$ cat src/rtl/updown_toggle_counter_if.sv
// Control and status bundle of the up/down counter: the master drives the
// counting controls, the slave (the counter) returns the count and its flags.
interface updown_toggle_counter_if #(
  parameter int WIDTH = 4
);
  logic             en;
  logic             up;
  logic             load;
  logic [WIDTH-1:0] load_val;
  logic [WIDTH-1:0] count;
  logic             at_max;
  logic             at_zero;
  logic             limit;

  modport master (
    output en, up, load, load_val,
    input  count, at_max, at_zero, limit
  );

  modport slave (
    input  en, up, load, load_val,
    output count, at_max, at_zero, limit
  );
endinterface

$ cat src/rtl/updown_toggle_counter.sv
// Up/down counter with a programmable terminal value, parallel load with
// clamping, wrap or saturate at the limits, and a one-cycle limit pulse.
module updown_toggle_counter #(
  parameter int WIDTH    = 4,
  parameter int MAX_VAL  = (1 << WIDTH) - 1,
  parameter int SATURATE = 0
) (
  input  logic                      clk,
  input  logic                      rst_n,
  updown_toggle_counter_if.slave    bus
);
  localparam logic [WIDTH-1:0] MAX = WIDTH'(MAX_VAL);

  logic [WIDTH-1:0] r_count;
  logic             r_limit;
  logic [WIDTH-1:0] w_next_count;
  logic             w_next_limit;
  logic [WIDTH-1:0] w_load_clamped;
  logic             w_at_max;
  logic             w_at_zero;

  assign w_at_max  = (r_count == MAX);
  assign w_at_zero = (r_count == '0);

  // With a full-range terminal value no loaded value can exceed it.
  generate
    if (MAX == '1) begin : g_no_clamp
      assign w_load_clamped = bus.load_val;
    end else begin : g_clamp
      assign w_load_clamped = (bus.load_val > MAX) ? MAX : bus.load_val;
    end
  endgenerate

  always_comb begin
    w_next_count = r_count;
    w_next_limit = 1'b0;
    if (bus.load) begin
      w_next_count = w_load_clamped;
    end else if (bus.en) begin
      if (bus.up) begin
        if (w_at_max) begin
          w_next_limit = 1'b1;
          if (SATURATE == 0) w_next_count = '0;
        end else begin
          w_next_count = r_count + WIDTH'(1);
        end
      end else begin
        if (w_at_zero) begin
          w_next_limit = 1'b1;
          if (SATURATE == 0) w_next_count = MAX;
        end else begin
          w_next_count = r_count - WIDTH'(1);
        end
      end
    end
  end

  always_ff @(posedge clk or negedge rst_n) begin
    if (!rst_n) begin
      r_count <= '0;
      r_limit <= 1'b0;
    end else begin
      r_count <= w_next_count;
      r_limit <= w_next_limit;
    end
  end

  assign bus.count   = r_count;
  assign bus.limit   = r_limit;
  assign bus.at_max  = w_at_max;
  assign bus.at_zero = w_at_zero;
endmodule

$ cat src/flat_wrapper.sv
// flat-port wrapper written by rule: the top's interface ports become plain ports
module updown_toggle_counter_flat 
#(
  parameter int WIDTH    = 4,
  parameter int MAX_VAL  = (1 << WIDTH) - 1,
  parameter int SATURATE = 0
)
  (clk, rst_n, bus_en, bus_up, bus_load, bus_load_val, bus_count, bus_at_max, bus_at_zero, bus_limit);
  updown_toggle_counter_if #(.WIDTH(WIDTH)) bus_i ();
  input  logic clk;
  input  logic rst_n;
  input wire logic [$bits(bus_i.en)-1:0] bus_en;
  input wire logic [$bits(bus_i.up)-1:0] bus_up;
  input wire logic [$bits(bus_i.load)-1:0] bus_load;
  input wire logic [$bits(bus_i.load_val)-1:0] bus_load_val;
  output wire logic [$bits(bus_i.count)-1:0] bus_count;
  output wire logic [$bits(bus_i.at_max)-1:0] bus_at_max;
  output wire logic [$bits(bus_i.at_zero)-1:0] bus_at_zero;
  output wire logic [$bits(bus_i.limit)-1:0] bus_limit;
  assign bus_i.en = bus_en;
  assign bus_i.up = bus_up;
  assign bus_i.load = bus_load;
  assign bus_i.load_val = bus_load_val;
  assign bus_count = bus_i.count;
  assign bus_at_max = bus_i.at_max;
  assign bus_at_zero = bus_i.at_zero;
  assign bus_limit = bus_i.limit;
  updown_toggle_counter #(.WIDTH(WIDTH), .MAX_VAL(MAX_VAL), .SATURATE(SATURATE)) u_core (.clk(clk), .rst_n(rst_n), .bus(bus_i));
endmodule
$ cat config.mk
export PLATFORM = sky130hd
export DESIGN_NAME = updown_toggle_counter_flat
export DESIGN_NICKNAME = d
export VERILOG_FILES = /design/src/rtl/updown_toggle_counter_if.sv /design/src/rtl/updown_toggle_counter.sv /design/src/flat_wrapper.sv
export SDC_FILE = /design/constraint.sdc
export NUM_CORES = 1
export LEC_CHECK = 0
export CAP_MARGIN = 0
export CORE_AREA = 4 4 41 43
export DETAILED_ROUTE_END_ITERATION = 7
export DIE_AREA = 0 0 45 47
export PLACE_DENSITY_LB_ADDON = 0.1
export SYNTH_ARGS = -nofsm -noshare
export SYNTH_HDL_FRONTEND = slang
export SYNTH_SLANG_ARGS = --single-unit
$ cat constraint.sdc
create_clock -name clk -period 4.1 [get_ports clk]
set_input_delay 0.82 -clock clk [delete_from_list [all_inputs] [get_ports clk]]
set_output_delay 0.82 -clock clk [all_outputs]
set_load 0.01 [all_outputs]
==> Word level (Yosys, flattened, before mapping) <==
Index checks and enable logic that the tools add are counted.
{ "classes": {"n_addsub": 2, "n_eq_ne": 1, "mux": 10, "reduce_logical": 2} }
{ "op_table": {"columns": ["op", "count"], "rows": [
  ["2-to-1 mux 4 bit", 5],
  ["2-to-1 mux 1 bit", 5],
  ["adder 4 x 1 -> 4 bit, second input constant", 1],
  ["equality test 4 bit, second input constant", 1],
  ["zero test 4 bit", 1],
  ["subtractor 4 x 1 -> 4 bit, second input constant", 1],
  ["nonzero test 2 bit", 1]
]} }
{ "word_totals": {"ff_bits": 5, "out_inout_bits": 7, "word_cells": 17} }

==> Logic depth before layout (Yosys ltp) <==
{ "depth": {"word_depth": 5, "depth_mapped": 6, "mapped_depth_nobuf": 6} }

==> Least setup slack after synthesis <==
Ideal clock, no wire load.
{ "synth_path": {"path_type": "register to output", "start": "register u_core.r_count[0] (netlist: u_core.bus.count[0])", "end": "output bus_at_zero", "t_arrival_ps": 1020, "setup_slack_ps": 2260, "stages_incl_launch_ff": 4, "path_buffers": 0, "path_cell_list": "dfrtp_1 inv_1 ha_1 nor3b_1"} }
{ "synth_between": {"elab_chain_len": 1} }
{ "synth_lines": {"columns": ["item", "line", "text"], "rows": [
  ["start, declared", "updown_toggle_counter.sv:14", "logic [WIDTH-1:0] r_count;"],
  ["start signal, assigned", "updown_toggle_counter.sv:63", "r_count <= w_next_count;"],
  ["zero test 4 bit", "updown_toggle_counter.sv:23", "assign w_at_zero = (r_count == '0);"],
  ["end, declared", "flat_wrapper.sv:18", "output wire logic [$bits(bus_i.at_zero)-1:0] bus_at_zero;"]
]} }
No other way between the ends.

==> Worst setup path after layout <==
Ends and elaborated chain as after synthesis.

==> results.txt <==
* Die width: 45 um
- Dividing the detail-routed via count by the number of cells gives 4.85.
- TritonCTS created 3 clock buffers.
- Worst flop-to-flop path endpoint: u_core.bus.count[3]
- First-pass iteration count of the detailed router: 3
- The number of antenna violations at the first check in global routing was 0.
- Top-area cell type share of the netlist area: 32.3%
- Across all layers, the routed design uses 364 vias.
* Sequential share of the synthesized area: 32.3%
- Synth Area per Inst: 9.24 um2
- For the final routed database, the setup TNS stands at 0 ns.
- Routed wire per std cell: 11.6 um
- Worst slew pin tran: 0.367 ns
- Among cell families on the critical path, the largest total delay comes from buffers and inverters.
- Clock tree synthesis selected as its root buffer the cell clkbuf_4.
* Maximum buffer depth of the clock tree: 2
* Clock tree sinks: 5
* Cell with the most instances after synthesis: nand2_1
* Min-Delay Path Depth: 2
- After synthesis the netlist holds a flip-flop and latch count of 5.
- Period Utilization, post-route: 61.6%
- The startpoint identified for the worst register-to-register timing path is u_core.bus.count[0].
- In this run the standard cell core region covers 1300 um2.
- Non-filler instance count after layout: 75
* Setup repair after global routing missed its margin: no
- Fill cell count: 129
- Once the clock tree was built, the setup fixing pass inserted 0 buffers.
- Number of enable-type register cells in the synthesized netlist: 0
- Counting every instance in the synthesized netlist gives 42.
* Cell area after synthesis: 388 um2
* Setup Crit Path Kind: register to primary output
- Number of distinct standard cells referenced by the synthesized netlist: 22
- In this run the number of H-tree levels came out at 1.
- After the last flow step, the layout net total stands at 72.
* Vias in the first global route: 335
* Wire length of the first global-routing pass: 1430 um
- Setup violations remaining at the end of the flow were counted as 0.
- Clock tree from TritonCTS: yes
* Highest clock frequency the design can meet: 396 MHz
- Number of buffers and inverters on the critical path: 2
* Total die area: 2120 um2
* Number of rows created at floorplan: 13
* Max-slew violation count: 0
- Largest net degree at the start of global routing: 10
- Yosys attributes the largest share of cell area to dfrtp_1, mux2_2, xnor2_1.
- Number of violations reported at the end of detailed-routing iteration 0: 4
* Worst hold path class: register to register
* DP Cell Count: 71
- # hold bufs at CTS: 0
- For hold timing, the worst endpoint is u_core.bus.count[1].
- Post-DP HPWL: 723 um
* Static Leakage: 0.242 nW
* Type of element launching the critical path: register
- Cell chain of the critical path: inv_1 > ha_1 > nor3b_1 > clkdlybuf4s50_1
* Final Routed Wirelength: 868 um
- Summing all flip-flop and latch instances after layout gives 125 um2.
- During synthesis, Yosys emitted a total of 0 warnings.
* Path depth of the worst reg2reg path: 6
* Endpoints failing hold: 0
* Setup slack of the worst register-to-register path: 2.46 ns
* Remaining antenna violation count: 0
* Slowest Stage Delay on Critical Path: 0.56 ns
* Layout Utilization: 43.9%
- In the routed design, unresolved DRC markers number 0.
- Clock-pin slew on the worst setup and hold paths: 0.04 ns
- N_diodes: 0
* Arrival time at the worst endpoint: 1.71 ns
- The number of nets in the synthesized netlist is 53.
- Source of the worst hold timing path: u_core.bus.count[1]
- Once the floorplan was initialized, standard cells occupied 29.8% of the core.
* Critical Path Sink Type: primary output
- Top cells by instance count after synthesis: nand2_1, dfrtp_1
- GPL Wtd Cong: 0.650
- Relative slew slack: 75.4%
- Worst Path Required: 3.28 ns
- The post-route netlist has 15.0% of its cells at a drive strength greater than 1.
* Critical path's slowest cell: clkdlybuf4s50_1
- Among all flip-flop cells after synthesis, the most frequent one is dfrtp_1.
- Total I/O pin count: 16
- During placement, the flow inserted port buffers numbering 15.
* Max_cap viols: 0
- For this run the aggregate overflow at the end of global routing stands at 0.
- Post-layout min period: 2.53 ns
* Post-cts resize count: 0
* Critical Path Fanout Max: 6
* Clock insertion delay at the later pin of the skew report: 0.23 ns
- Library cell with the largest summed area after synthesis: dfrtp_1
* Run status: finished, final reports clean
- Area taken by multi-input logic gates: 240 um2
- The die is 47 um tall.
- For this run, the total global-route usage over all layers was measured as 9.53%.
- Async SR Flop Fraction: 100%
- Setup Skew: 0.00130 ns
- IR drop worst, VDD: 177 uV
* Layout-stage area growth over the synthesis result: 47.4%
- Power spread over the standard cell area amounts to 340 nW/um2.
layer usage:
layer / routed length (um) / up-vias / global-route usage, %
met2: 446 / 9 / 15.5
li1: - / 184 / -
met1: 359 / 171 / 11.3
met4: 0 / 0 / 7.02
met3: 61 / 0 / 1.53
met5: 0 / - / 0
cell type report:
cell class	count	share of cell area [%]
multi-input cells	33	42.0
flip-flops and latches	5	21.9
inverters	3	1.97
clock buffers	4	4.60
repair buffers	15	26.3
well taps	15	3.28
power by group:
part / leakage, nW / internal, mW / switching [mW]
combinational: 0.165 / 0.0428 / 0.0285
clock: 0.0150 / 0.0366 / 0.0178
sequential: 0.0616 / 0.0561 / 0.0123
layout by cell type (no fill, tap or decap), drive strengths merged:
cell | netlist | layout
clkdlybuf4s50 | 0 | 15
nand2 | 6 | 6
dfrtp | 5 | 5
o21ai | 4 | 4
clkbuf | 0 | 4
a21oi | 3 | 3
mux2 | 3 | 3
xnor2 | 3 | 3
nor3b | 2 | 2
inv | 2 | 2
ha | 2 | 2
clkinv | 1 | 1
and3 | 1 | 1
or4b | 1 | 1
nand2b | 1 | 1
nor3 | 1 | 1
nor2b | 1 | 1
or4 | 1 | 1
a211o | 1 | 1
mux2i | 1 | 1
nor2 | 1 | 1
a31oi | 1 | 1
state kept, by name, indices dropped and copies added, names as in the netlist:
register          cells
u_core.bus.count      4
u_core.bus.limit      1
worst min-delay path: cells and delay by family, from the launching register on:
family	cells	cell delay, ns
flip-flops	1	0.42
AO/OA/AOI/OAI	1	0.13
multiplexers	1	0.09
through the flow:
stage / power (mW) / area (um2) / hold WS (ns) / setup slack, ns
detailed placement: 0.141 / 546 / 0.684 / 1.68
global placement: 0.141 / 546 / 0.681 / 1.73
CTS: 0.198 / 572 / 0.693 / 1.54
global route: 0.206 / 572 / 0.766 / 1.41
floorplan: 0.106 / 388 / 0.524 / 2.26
finish: 0.194 / 572 / 0.685 / 1.57
worst max path at each step:
stage                              from                   to  slack [ns]  depth (start not counted)
floorplan           u_core.bus.count[0]          bus_at_zero        2.26                          3
global placement               bus_load  u_core.bus.count[3]        1.73                          5
detailed placement             bus_load  u_core.bus.count[3]        1.68                          5
CTS                 u_core.bus.count[0]          bus_at_zero        1.54                          4
global route        u_core.bus.count[0]          bus_at_zero        1.41                          4
finish              u_core.bus.count[0]          bus_at_zero        1.57                          4
cells by family (layout without fill, tap and decap cells):
kind of cell,Yosys count,count (layout),synth area share (%)
buf+inv,4,22,5.81
mux,4,4,11.3
compound gates,9,9,12.9
fa+ha+maj,2,2,6.45
xor+xnor,3,3,6.78
simple gates,15,15,24.5
flops,5,5,32.3
No activity file was read; power rests on OpenSTA's default activity.
